<file path="config.mk">
export PLATFORM = sky130hd
export DESIGN_NAME = div_issuer_flat
export DESIGN_NICKNAME = d
export VERILOG_FILES = /design/src/rtl/div_issuer_if.sv /design/src/rtl/div_issuer.sv /design/src/flat_wrapper.sv
export SDC_FILE = /design/constraint.sdc
export NUM_CORES = 1
export LEC_CHECK = 0
export BUFFER_PORTS_ARGS = -buffer_cell sky130_fd_sc_hd__clkbuf_2
export CORE_MARGIN = 3
export CORE_UTILIZATION = 48
export CTS_CLUSTER_DIAMETER = 120
export DETAILED_ROUTE_END_ITERATION = 16
export HOLD_SLACK_MARGIN = 0.02
export PLACE_DENSITY_LB_ADDON = 0.1
export SKIP_LAST_GASP = 1
export SLEW_MARGIN = 20
export SYNTH_ARGS = -nofsm -noshare
export SYNTH_HDL_FRONTEND = slang
export SYNTH_SLANG_ARGS = --single-unit
</file>
<file path="constraint.sdc">
create_clock -name i_clk -period 1.9 [get_ports i_clk]
set_input_delay 0.38 -clock i_clk [delete_from_list [all_inputs] [get_ports i_clk]]
set_output_delay 0.38 -clock i_clk [all_outputs]
set_load 0.01 [all_outputs]
</file>
<file path="src/rtl/div_issuer_if.sv">
// Handshake bundle between upstream producer, divider controller and downstream consumer
// for div_issuer. The master modport is the issuer side; slave is the environment.
interface div_issuer_if #(
  parameter int unsigned WIDTH = 8
);
  logic             op_valid;
  logic [WIDTH-1:0] op_a;
  logic [WIDTH-1:0] op_b;
  logic             op_ready;

  logic             div_start;
  logic [WIDTH-1:0] div_a;
  logic [WIDTH-1:0] div_b;
  logic             div_ready;
  logic             div_error;
  logic [WIDTH-1:0] div_quotient;
  logic [WIDTH-1:0] div_remainder;
  logic             div_abort;

  logic             res_valid;
  logic [WIDTH-1:0] res_quotient;
  logic [WIDTH-1:0] res_remainder;
  logic             res_error;
  logic             res_timeout;
  logic             res_ack;

  modport master (
    input  op_valid, op_a, op_b,
    output op_ready,
    output div_start, div_a, div_b, div_abort,
    input  div_ready, div_error, div_quotient, div_remainder,
    output res_valid, res_quotient, res_remainder, res_error, res_timeout,
    input  res_ack
  );

  modport slave (
    output op_valid, op_a, op_b,
    input  op_ready,
    input  div_start, div_a, div_b, div_abort,
    output div_ready, div_error, div_quotient, div_remainder,
    input  res_valid, res_quotient, res_remainder, res_error, res_timeout,
    output res_ack
  );
endinterface

</file>
<file path="src/rtl/div_issuer.sv">
// Issues one operand pair to a divider controller, waits for completion and holds the result
// until acknowledged. Define DIV_ISSUER_TIMEOUT_EN to enable the WAIT-state watchdog.
module div_issuer #(
  parameter int unsigned WIDTH          = 8,
  parameter int unsigned TIMEOUT_CYCLES = 300
) (
  input logic         i_clk,
  input logic         i_reset,
  div_issuer_if.master io_bus
);

  typedef enum logic [1:0] {
    StIdle   = 2'd0,
    StLaunch = 2'd1,
    StWait   = 2'd2,
    StHold   = 2'd3
  } state_e;

  state_e           r_state;
  state_e           w_state_nxt;
  logic             w_accept;
  logic             w_capture;
  logic             w_expire;
  logic [WIDTH-1:0] r_div_a;
  logic [WIDTH-1:0] r_div_b;
  logic [WIDTH-1:0] r_res_q;
  logic [WIDTH-1:0] r_res_r;
  logic             r_res_err;

`ifdef DIV_ISSUER_TIMEOUT_EN
  localparam logic [16:0] LP_LIMIT = 17'(TIMEOUT_CYCLES);
  logic [15:0] r_cnt;
  logic        w_cnt_clr;
  logic        w_cnt_inc;
  logic        r_res_to;
`endif

  always_comb begin
    w_state_nxt = r_state;
    w_accept    = 1'b0;
    w_capture   = 1'b0;
    w_expire    = 1'b0;
`ifdef DIV_ISSUER_TIMEOUT_EN
    w_cnt_clr   = 1'b0;
    w_cnt_inc   = 1'b0;
`endif
    unique case (r_state)
      StIdle: begin
        if (io_bus.op_valid) begin
          w_accept    = 1'b1;
          w_state_nxt = StLaunch;
        end
      end
      StLaunch: begin
        if (io_bus.div_ready) begin
          w_capture   = 1'b1;
          w_state_nxt = StHold;
        end else begin
          w_state_nxt = StWait;
`ifdef DIV_ISSUER_TIMEOUT_EN
          w_cnt_clr   = 1'b1;
`endif
        end
      end
      StWait: begin
        // A completion in the expiry cycle takes priority over the watchdog.
        if (io_bus.div_ready) begin
          w_capture   = 1'b1;
          w_state_nxt = StHold;
        end
`ifdef DIV_ISSUER_TIMEOUT_EN
        else if ({1'b0, r_cnt} + 17'd1 >= LP_LIMIT) begin
          w_expire    = 1'b1;
          w_state_nxt = StHold;
        end else begin
          w_cnt_inc   = 1'b1;
        end
`endif
      end
      StHold: begin
        if (io_bus.res_ack) w_state_nxt = StIdle;
      end
    endcase
  end

  always_ff @(posedge i_clk) begin
    if (i_reset) begin
      r_state   <= StIdle;
      r_div_a   <= '0;
      r_div_b   <= '0;
      r_res_q   <= '0;
      r_res_r   <= '0;
      r_res_err <= 1'b0;
`ifdef DIV_ISSUER_TIMEOUT_EN
      r_cnt     <= '0;
      r_res_to  <= 1'b0;
`endif
    end else begin
      r_state <= w_state_nxt;
      if (w_accept) begin
        r_div_a <= io_bus.op_a;
        r_div_b <= io_bus.op_b;
      end
      if (w_capture) begin
        r_res_q   <= io_bus.div_error ? '0 : io_bus.div_quotient;
        r_res_r   <= io_bus.div_error ? '0 : io_bus.div_remainder;
        r_res_err <= io_bus.div_error;
`ifdef DIV_ISSUER_TIMEOUT_EN
        r_res_to  <= 1'b0;
`endif
      end
`ifdef DIV_ISSUER_TIMEOUT_EN
      if (w_expire) begin
        r_res_q   <= '0;
        r_res_r   <= '0;
        r_res_err <= 1'b1;
        r_res_to  <= 1'b1;
      end
      if (w_cnt_clr) begin
        r_cnt <= '0;
      end else if (w_cnt_inc) begin
        r_cnt <= r_cnt + 16'd1;
      end
`endif
    end
  end

  assign io_bus.op_ready      = (r_state == StIdle);
  assign io_bus.div_start     = (r_state == StLaunch);
  assign io_bus.res_valid     = (r_state == StHold);
  assign io_bus.div_a         = r_div_a;
  assign io_bus.div_b         = r_div_b;
  assign io_bus.res_quotient  = r_res_q;
  assign io_bus.res_remainder = r_res_r;
  assign io_bus.res_error     = r_res_err;
  assign io_bus.div_abort     = w_expire;
`ifdef DIV_ISSUER_TIMEOUT_EN
  assign io_bus.res_timeout   = r_res_to;
`else
  assign io_bus.res_timeout   = 1'b0;
`endif

endmodule

</file>
<file path="src/flat_wrapper.sv">
// flat-port wrapper written by rule: the top's interface ports become plain ports
module div_issuer_flat 
#(
  parameter int unsigned WIDTH          = 8,
  parameter int unsigned TIMEOUT_CYCLES = 300
)
  (i_clk, i_reset, io_bus_op_valid, io_bus_op_a, io_bus_op_b, io_bus_op_ready, io_bus_div_start, io_bus_div_a, io_bus_div_b, io_bus_div_abort, io_bus_div_ready, io_bus_div_error, io_bus_div_quotient, io_bus_div_remainder, io_bus_res_valid, io_bus_res_quotient, io_bus_res_remainder, io_bus_res_error, io_bus_res_timeout, io_bus_res_ack);
  div_issuer_if #(.WIDTH(WIDTH)) io_bus_i ();
  input logic i_clk;
  input logic i_reset;
  input wire logic [$bits(io_bus_i.op_valid)-1:0] io_bus_op_valid;
  input wire logic [$bits(io_bus_i.op_a)-1:0] io_bus_op_a;
  input wire logic [$bits(io_bus_i.op_b)-1:0] io_bus_op_b;
  output wire logic [$bits(io_bus_i.op_ready)-1:0] io_bus_op_ready;
  output wire logic [$bits(io_bus_i.div_start)-1:0] io_bus_div_start;
  output wire logic [$bits(io_bus_i.div_a)-1:0] io_bus_div_a;
  output wire logic [$bits(io_bus_i.div_b)-1:0] io_bus_div_b;
  output wire logic [$bits(io_bus_i.div_abort)-1:0] io_bus_div_abort;
  input wire logic [$bits(io_bus_i.div_ready)-1:0] io_bus_div_ready;
  input wire logic [$bits(io_bus_i.div_error)-1:0] io_bus_div_error;
  input wire logic [$bits(io_bus_i.div_quotient)-1:0] io_bus_div_quotient;
  input wire logic [$bits(io_bus_i.div_remainder)-1:0] io_bus_div_remainder;
  output wire logic [$bits(io_bus_i.res_valid)-1:0] io_bus_res_valid;
  output wire logic [$bits(io_bus_i.res_quotient)-1:0] io_bus_res_quotient;
  output wire logic [$bits(io_bus_i.res_remainder)-1:0] io_bus_res_remainder;
  output wire logic [$bits(io_bus_i.res_error)-1:0] io_bus_res_error;
  output wire logic [$bits(io_bus_i.res_timeout)-1:0] io_bus_res_timeout;
  input wire logic [$bits(io_bus_i.res_ack)-1:0] io_bus_res_ack;
  assign io_bus_i.op_valid = io_bus_op_valid;
  assign io_bus_i.op_a = io_bus_op_a;
  assign io_bus_i.op_b = io_bus_op_b;
  assign io_bus_op_ready = io_bus_i.op_ready;
  assign io_bus_div_start = io_bus_i.div_start;
  assign io_bus_div_a = io_bus_i.div_a;
  assign io_bus_div_b = io_bus_i.div_b;
  assign io_bus_div_abort = io_bus_i.div_abort;
  assign io_bus_i.div_ready = io_bus_div_ready;
  assign io_bus_i.div_error = io_bus_div_error;
  assign io_bus_i.div_quotient = io_bus_div_quotient;
  assign io_bus_i.div_remainder = io_bus_div_remainder;
  assign io_bus_res_valid = io_bus_i.res_valid;
  assign io_bus_res_quotient = io_bus_i.res_quotient;
  assign io_bus_res_remainder = io_bus_i.res_remainder;
  assign io_bus_res_error = io_bus_i.res_error;
  assign io_bus_res_timeout = io_bus_i.res_timeout;
  assign io_bus_i.res_ack = io_bus_res_ack;
  div_issuer #(.WIDTH(WIDTH), .TIMEOUT_CYCLES(TIMEOUT_CYCLES)) u_core (.i_clk(i_clk), .i_reset(i_reset), .io_bus(io_bus_i));
endmodule
</file>
== After elaboration in Yosys (flattened, before gate mapping) ==
Index checks and enable logic that the tools add are counted.
Cells by class
  multiplexer cells: 11
  equal/unequal tests: 6
  reductions and logical operators: 3
Operators by type and width (count)
  2-to-1 mux 8 bit: 2
  one-hot mux 2 bit (4 select lines): 1
  2-to-1 mux 2 bit: 3
  2-to-1 mux 1 bit: 5
  == test 2 bit (second input constant): 2
  != test 2 bit (second input constant): 2
  AND reduction 3 bit: 1
  == test 2 x 1 -> 1 bit (second input constant): 1
  zero test 2 bit: 1
  != test 2 x 1 -> 1 bit (second input constant): 1
  OR reduction 2 bit: 1
Word-level totals
  bits in registers: 35
  output and inout bits: 38
  input port bits: 38
  logic and storage cells: 26

== Logic depth before layout (Yosys ltp) ==
Gate-level depths: netlist of run 1.
  depth in word-level cells: 3
  depth in mapped cells: 7
  gate-level depth less buffers: 5

== Worst setup path after synthesis of run 1 ==
Ideal clock, no wire load.
  path type: register -> register
  start point: register u_core.r_state[0]
  end point: register u_core.r_div_b[4], in the netlist u_core.io_bus.div_b[4]
  slack: 0.565 ns
  setup time: 0.132 ns
  data arrival time: 1.202 ns
  stages on the path, launching flop included: 8
  path buffers: 2
  data required time: 1.768 ns
  clock period less this slack: 1.335 ns
  path through: dfxtp_1 > inv_1 > ha_1 > and2_1 > buf_6 > buf_12 > nand2_1 > a21oi_1
On the way
  cells in the longest elaborated chain, start to end: 2
RTL lines
  start: declaration: line div_issuer.sv:19  | state_e r_state;
  start signal: assignment: line div_issuer.sv:88  | r_state <= StIdle;
  start signal: assignment: line div_issuer.sv:99  | r_state <= w_state_nxt;
  zero test 2 bit
  via io_bus_op_ready: line flat_wrapper.sv:14  | output wire logic [$bits(io_bus_i.op_ready)-1:0] io_bus_op_ready;
  2-to-1 mux 1 bit: line div_issuer.sv:47  | unique case (r_state)
  end signal: assignment: line div_issuer.sv:102  | r_div_b <= io_bus.op_b;
  end: declaration: line div_issuer.sv:25  | logic [WIDTH-1:0] r_div_b;
The timed path passes the listed nets, and every way through them passes these cells.
A chain may end at the register's enable or synchronous reset.

== Worst setup path in the final report of run 1 ==
  start point: register u_core.r_state[0]
  end point: output io_bus_op_ready
On the way
  cells in the longest elaborated chain, start to end: 1
RTL lines
  zero test 2 bit: line div_issuer.sv:128  | assign io_bus.op_ready = (r_state == StIdle);
  end: declaration: line flat_wrapper.sv:14
Every way passes these cells.

==> impl_metrics.tcl, run 1 <==
set metrics [dict create \
    synth-edff-count 0 \
    ir_drop_mv 0.675 \
    cts_setup_buffers 0 \
    ios 76 \
    drtPass1Iterations 4 \
    yosys_warnings 0 \
    r2r_cells 5 \
    syn_to_final_growth_pct 23.6 \
    cp_max_fo 5 \
    worstPathRequired_ns 1.52 \
    power_density_nw_per_um2 1190 \
    min_period_ns 1.63 \
    synth_cell_type_count 27 \
    fin_nets 283 \
    synth_commonest_cells "nand2_1, dfxtp_1, a21oi_1" \
    synth_top_area_cell "dfxtp_1" \
    drv_cap 0 \
    drc 0 \
    routed_wl_um 3620 \
    setup_violations 0 \
    io_buffer_count 73 \
    die-height_um 62.4 \
    cp-start-kind "flip-flop" \
    gr-total-overflow 0 \
    hpwl_um 2700 \
    cts.reportedPaths.clkPinSlew_ns 0.10 \
    worstSetupStartpoint "u_core.r_state[0]" \
    die_w_um 62.4 \
    die-area_um2 3900 \
    synth_seq_cells 35 \
    grt_max_degree 36 \
    critPathKind "reg -> out" \
    r2r_start "u_core.r_state[0]" \
    drv_slew 0 \
    endpoint "io_bus_op_ready" \
    vias_per_cell 4.99 \
    drt_first_iter_violations 68 \
    worst_pin_slew_ns 0.736 \
    antenna_found_initial 0 \
    grt_pass1_vias 1386 \
    rsz0062_at_grt "no" \
    syn_avg_cell_area_um2 8.83 \
    htree_num_levels 2 \
    fillers 279 \
    core_area_um2 2900 \
    r2r_end "u_core.io_bus.div_b[6]" \
    r2r_slack_ns 0.29 \
    drive_gt1_share_pct 37.1 \
    initial_core_util_pct 52.7 \
    hold_viol 0 \
    synth_area_leaders "dfxtp_1, nand2_1, a21oi_1" \
    vias 1406 \
    wire_per_inst_um 12.8 \
    fin_crit_sh_pct 85.8 \
    fin_worst_skew_ns 0.00444 \
    maxSlewHeadroom_pct 51.0 \
    async_reset_ff_share_pct 0 \
    cp-end-kind "primary output" \
    grt_pass1_wl_um 6060 \
    gr-usage-all-layers_pct 19.3 \
    final_core_util_pct 65.1 \
    cts_root_buffer "clkbuf_4" \
    seq_area_frac_synth_pct 45.9 \
    numCtsBuffers 5 \
    finalPower_mw 2.25 \
    yosysMostFrequentCell "nand2_1" \
    n_antenna_cell 0 \
    wl_met2_um 1830 \
    worstHoldPathType "in -> reg" \
    ant_nets 0 \
    highest_layer "met4" \
    worst_ep_arrival_time_ns 1.25 \
    ctsResizeCount 0 \
    clock-sinks 35 \
    route.met3.wl_um 250 \
    tns_ns 0 \
    netlist_instances 173 \
    postCtsHoldBufs 0 \
    p_leak_nw 0.844 \
    fp-row-count 19 \
    cts_tree "yes" \
    hp-start "io_bus_op_a[2]" \
    clk_latency_ns 0.33 \
    yosys.area.top_type_share_pct 45.9 \
    synth_ff_type "dfxtp_1" \
    syn-cell-area_um2 1530 \
    fmax_ghz 0.613 \
    wl_met1_um 1510 \
    cts.path.max_buffers 2 \
    status "finished, final reports clean" \
    place_congestion 0.715 \
]
## cells by family (layout without fill, tap and decap cells)
group	after synthesis	count (layout)	synth area share (%)
AND/OR/NAND/NOR	77	77	26.5
other	1	2	0.245
buffers and inverters	17	83	8.68
AO/OA/AOI/OAI	38	38	14.7
flip-flops	35	35	45.9
adder cells (fa/ha/maj)	5	5	4.10
## how the worst min path moves through the flow
stage,endpoint,depth (start not counted)
finish,u_core.io_bus.div_a[2],3
global route,u_core.io_bus.div_b[3],3
CTS,u_core.io_bus.div_b[2],3
detailed placement,u_core.io_bus.res_remainder[2],2
global placement,u_core.io_bus.res_quotient[6],2
floorplan,u_core.io_bus.res_quotient[0],2
## worst max-delay path, cell delays in order, from the launching register on
cell and delay (ns):
dfxtp_1 0.39, inv_1 0.13, ha_1 0.26, clkbuf_2 0.14
## per-stage QoR
step	hold slack [ns]	setup slack (ns)	cell area, um^2	instances
final	0.263	0.270	1890	282
after global routing	0.244	0.115	1890	282
after CTS	0.247	0.267	1890	282
after detailed placement	0.446	0.313	1830	275
after global placement	0.438	0.372	1830	275
after floorplan	0.476	0.565	1530	174
## registers in the layout, summed over array words and instances, names as in the netlist
name	flops
u_core.r_state	2
u_core.io_bus.res_quotient	8
u_core.io_bus.res_remainder	8
u_core.io_bus.div_a	8
u_core.io_bus.res_error	1
u_core.io_bus.div_b	8
## layout make-up
cell class	count	area (um^2)	share of cell area, %
timing repair buffer	74	373	19.7
tap	42	52.6	2.78
clock buffer	6	51.3	2.72
inverter	2	7.51	0.398
multi-input combinational	122	698	37.0
clock inverter	1	5.00	0.265
sequential	35	701	37.1
## cell usage in the layout (no fill, tap or decap), types with 2 or more instances in the layout
| cell type | instances |
|---|---|
| a21oi_1 | 30 |
| a21oi_2 | 4 |
| clkbuf_2 | 73 |
| clkbuf_4 | 5 |
| conb_1 | 2 |
| dfxtp_1 | 35 |
| ha_1 | 5 |
| inv_1 | 2 |
| nand2_1 | 50 |
| nand2b_1 | 2 |
| nand4b_1 | 16 |
| nor2b_1 | 2 |
## per-layer routing
layer	track usage (%)	vias up
li1	-	718
met5	0	-
met1	21.7	636
met4	7.44	0
met2	34.2	49
met3	5.58	3
## where the power goes
group | switching, mW | internal [mW]
registers | 0.0763 | 0.863
logic | 0.570 | 0.340
clock network | 0.227 | 0.171
total | 0.873 | 1.37
Note: power is estimated with default switching activity, not from simulation.
==> run 2: changes to the inputs <==
ABC_AREA = 1   (was default)
CELL_PAD_IN_SITES_DETAIL_PLACEMENT = 0   (was default)
CELL_PAD_IN_SITES_GLOBAL_PLACEMENT = 1   (was default)
CORE_UTILIZATION = 32   (was 48)
==> impl_metrics.tcl, run 2 <==
set metrics [dict create \
    cts_root_buffer "clkbuf_8" \
    drt_first_iter_violations 46 \
    async_reset_ff_share_pct 0 \
    critPathKind "reg -> reg" \
    drtPass1Iterations 4 \
    status "finished, final reports clean" \
    syn_avg_cell_area_um2 8.47 \
    synth_area_leaders "dfxtp_1, nor2_1, a22oi_1" \
    cts.path.max_buffers 2 \
    setup_ws_ns 0.312 \
    pre_cts_ws_ns 0.328 \
    grt_pass1_wl_um 5450 \
    min_period_ns 1.59 \
    core_area_um2 4030 \
    hp-start "io_bus_div_remainder[1]" \
    drc 0 \
    worstSetupStartpoint "u_core.r_state[0]" \
    ios 76 \
    worst_ep_arrival_time_ns 1.80 \
    finalPower_mw 2.46 \
    cts_tree "yes" \
    cp-end-kind "flip-flop" \
    die-height_um 71.1 \
    gr-total-overflow 0 \
    routed_wl_um 3230 \
    grt_pass1_vias 1167 \
    tns_ns 0 \
    vias 1288 \
    drv_slew 0 \
    fin_crit_sh_pct 83.6 \
    hold_viol 0 \
    synth_top_area_cell "dfxtp_1" \
    layout_common_cells "clkbuf_2, nor2_1, dfxtp_1" \
    io_buffer_count 73 \
    place_congestion 0.761 \
    vias_per_cell 4.52 \
    clk_latency_ns 0.28 \
    synth_ff_type "dfxtp_1" \
    ctsResizeCount 0 \
    ir_drop_mv 0.565 \
    fin_nets 277 \
    numCtsBuffers 5 \
    cp_max_fo 17 \
    gr-usage-all-layers_pct 13.6 \
    ant_nets 0 \
    rsz0062_at_grt "no" \
    yosys_warnings 0 \
    htree_num_levels 2 \
    synth-edff-count 0 \
    power_density_nw_per_um2 1350 \
    syn_to_final_growth_pct 34.6 \
    r2r_start "u_core.r_state[0]" \
    syn-cell-area_um2 1360 \
    fin_worst_skew_ns 0.00588 \
    wire_per_inst_um 11.3 \
    postCtsHoldBufs 0 \
    final_common_cell "clkbuf_2" \
    hpwl_um 2480 \
    seq_area_frac_synth_pct 51.7 \
    cts.reportedPaths.clkPinSlew_ns 0.07 \
    worstPathRequired_ns 2.11 \
    synth_cell_type_count 20 \
    die-area_um2 5050 \
    n_antenna_cell 0 \
    netlist_instances 160 \
    cts_setup_buffers 0 \
    fin_hold_ws_ns 0.339 \
    fp-row-count 23 \
    synth_commonest_cells "nor2_1, dfxtp_1, o21ai_0" \
    die_w_um 71.1 \
    final_core_util_pct 45.3 \
    fmax_ghz 0.630 \
    worstHoldPathType "in -> reg" \
    synth_seq_cells 35 \
    antenna_found_initial 0 \
    grt_max_degree 20 \
    drive_gt1_share_pct 36.2 \
    initial_core_util_pct 33.6 \
    drv_cap 0 \
    yosysMostFrequentCell "nor2_1" \
    yosys.area.top_type_share_pct 51.7 \
    cp-start-kind "flip-flop" \
    setup_violations 0 \
    p_leak_nw 0.932 \
    clock-sinks 35 \
]
-- run 2: changes by cell type after synthesis, moves of 4 or more --
cell / change
nor2_1: +48
nand2_1: -39
a21oi_1: -27
nand4b_1: -16
o21ai_0: +16
a22oi_1: +15
inv_1: +7
buf_6: -4
-- run 2: path summary, 6_finish.rpt --
check / to / depth (start not counted) / slack [ns]
hold / removal: u_core.io_bus.res_remainder[1] / 3 / 0.34
hold reg to reg: u_core.io_bus.res_quotient[7] / 2 / 0.48
setup reg to reg: u_core.io_bus.res_quotient[4] / 6 / 0.31
setup / recovery: u_core.io_bus.res_quotient[4] / 6 / 0.31
-- run 2: layout make-up --
cell class / instances / area, um^2
Fill cell: 429 / 2200
Multi-Input combinational cell: 108 / 566
Clock inverter: 1 / 5.00
Sequential cell: 35 / 701
Inverter: 9 / 33.8
Clock buffer: 7 / 76.3
Timing Repair Buffer: 75 / 380
Tap cell: 50 / 62.6
-- run 2: metal layers --
layer  up-vias  part of all wire [%]  GRT usage [%]
met5         -                     0              0
met4         0                   1.4           4.38
met3         6                   9.1           6.25
met2        42                    46           20.1
met1       573                    43           17.6
li1        667                     -              -
-- run 2: where the power goes --
group	leakage (nW)	total [mW]	switching (mW)	internal, mW
Sequential	0.287	1.01	0.104	0.907
Combinational	0.603	0.939	0.576	0.363
Clock	0.0422	0.507	0.250	0.257
Total	0.932	2.46	0.930	1.53
-- run 2: logic make-up after synthesis --
kind of cell / synth area share (%)
AO/OA/AOI/OAI: 16.0
adder cells (fa/ha/maj): 4.62
buffers and inverters: 6.83
flip-flops: 51.7
other: 0.277
AND/OR/NAND/NOR: 20.6
-- run 2: metrics by stage --
| step | cell area, um^2 | cells |
|---|---|---|
| 2_1_floorplan | 1360 | 161 |
| 5_1_grt | 1820 | 285 |
| 3_3_place_gp | 1740 | 277 |
| 6_report | 1820 | 285 |
| 4_1_cts | 1820 | 285 |
| 3_5_place_dp | 1740 | 277 |
-- run 2: critical path, cell delays in order (launching register included) --
cell and delay (ns):
dfxtp_1 0.40, inv_1 0.12, ha_1 0.37, nand2_4 0.17
nor2_8 0.26, a22oi_1 0.11, nor2_1 0.10
==> run 3: changes to the inputs <==
CORE_UTILIZATION = 30   (was 32)
clock period = 1.5 ns   (was 1.9 ns; I/O delays follow)
==> impl_metrics.tcl, run 3 (synthesized netlist as in run 2, its figures left out) <==
set metrics [dict create \
    grt_pass1_wl_um 5550 \
    drive_gt1_share_pct 37.8 \
    fin_crit_sh_pct 92.7 \
    worstPathRequired_ns 1.72 \
    postCtsHoldBufs 0 \
    p_leak_nw 0.950 \
    hp-start "io_bus_div_quotient[7]" \
    cts_tree "yes" \
    hpwl_um 2550 \
    numCtsBuffers 5 \
    worstSetupStartpoint "u_core.r_state[0]" \
    hold_viol 0 \
    clk_latency_ns 0.28 \
    routed_wl_um 3450 \
    cp-end-kind "flip-flop" \
    grt_max_degree 20 \
    ios 76 \
    drtPass1Iterations 4 \
    ir_drop_mv 0.558 \
    layout_common_cells "clkbuf_2, nor2_1, dfxtp_1" \
    core_area_um2 4170 \
    power_density_nw_per_um2 1780 \
    critPathKind "reg -> reg" \
    whs_endpoint "u_core.io_bus.res_quotient[7]" \
    wire_per_inst_um 12.0 \
    clock-sinks 35 \
    setup_violations 0 \
    cp-start-kind "flip-flop" \
    cp_slowest_cell "dfxtp_1" \
    min_period_ns 1.39 \
    drt_first_iter_violations 48 \
    cp_max_fo 18 \
    drv_slew 0 \
    holdPathStages 3 \
    status "finished, final reports clean" \
    drv_cap 0 \
    multi_input_area_um2 598 \
    fp-row-count 23 \
    r2r_cells 6 \
    cts_root_buffer "clkbuf_8" \
    vias 1327 \
    ant_nets 0 \
    gr-usage-all-layers_pct 13.3 \
    r2r_start "u_core.r_state[0]" \
    r2r_slack_ns 0.11 \
    die_w_um 73.2 \
    fmax_ghz 0.719 \
    worstHoldPathType "in -> reg" \
    initial_core_util_pct 32.5 \
    cts.reportedPaths.clkPinSlew_ns 0.07 \
    grt_pass1_vias 1228 \
    syn_to_final_growth_pct 39.5 \
    n_antenna_cell 0 \
    rsz0062_at_grt "yes" \
    antenna_found_initial 0 \
    fin_cells 288 \
    io_buffer_count 73 \
    fin_worst_skew_ns 0.00276 \
    crit_chain "inv_1, ha_4, nand2_8, nor2_4, a22oi_1, nor2_1" \
    tns_ns 0 \
    gr-total-overflow 0 \
    fin_nets 280 \
    die-area_um2 5360 \
    dp_cells 279 \
    fillers 434 \
    die-height_um 73.2 \
    drc 0 \
    vias_per_cell 4.61 \
    seqCellArea_um2 701 \
    worst_ep_arrival_time_ns 1.61 \
    crit_path_max_incr_delay_ns 0.34 \
    r2r_end "u_core.io_bus.res_remainder[0]" \
    final_common_cell "clkbuf_2" \
    place_congestion 0.740 \
    htree_num_levels 2 \
    cts.path.max_buffers 2 \
]
## run 3: worst max-delay path, delay by kind of cell (launching register included)
kind	cells	cell delay [ns]
and+or+nand+nor	3	0.46
adders and majority gates	1	0.32
buffers and inverters	1	0.11
DFF	1	0.34
AOI/OAI and AO/OA	1	0.10
## run 3: how the worst max path moves through the flow
stage,to
3_5_place_dp,u_core.io_bus.res_quotient[6]
6_report,u_core.io_bus.res_remainder[0]
2_1_floorplan,u_core.io_bus.res_quotient[5]
4_1_cts,u_core.io_bus.res_quotient[6]
5_1_grt,u_core.io_bus.div_a[1]
3_3_place_gp,u_core.io_bus.res_remainder[6]
## run 3: layout make-up
class	instances	area share [%]
well taps	50	3.31
inverters	9	1.79
flip-flops and latches	35	37.1
multi-input cells	109	31.6
clock buffers	8	5.29
repair buffers	77	20.9
## run 3: metrics by stage
step / util (%) / cell area, um^2 / hold WS, ns / power (mW) / setup WS [ns]
final: 45.3 / 1890 / 0.244 / 3.37 / 0.110
after global routing: 45.3 / 1890 / 0.243 / 3.66 / -0.0177
after CTS: 44.5 / 1860 / 0.235 / 3.31 / 0.00221
after detailed placement: 42.1 / 1760 / 0.471 / 2.55 / 0.0176
after global placement: 42.1 / 1760 / 0.462 / 2.51 / 0.109
after floorplan: - / 1360 / 0.436 / 2.11 / 0.0713
## run 3: metal layers
layer | global-route usage, % | up-vias | part of all wire (%)
met5 | 0 | - | 0
met4 | 4.92 | 0 | 1.4
met1 | 15.7 | 600 | 41
met3 | 5.92 | 6 | 9.8
li1 | - | 674 | -
met2 | 21.3 | 47 | 48
## run 3: timing repair
| action | 4_1_cts | 5_1_grt |
|---|---|---|
| setup buffers | 0 | 0 |
| resized for setup | 0 | 3 |
| setup endpoints to repair | 0 | 33 |
## run 3: report_power, final
part | switching (mW) | internal (mW)
Clock | 0.322 | 0.419
Sequential | 0.107 | 1.15
Combinational | 0.813 | 0.559
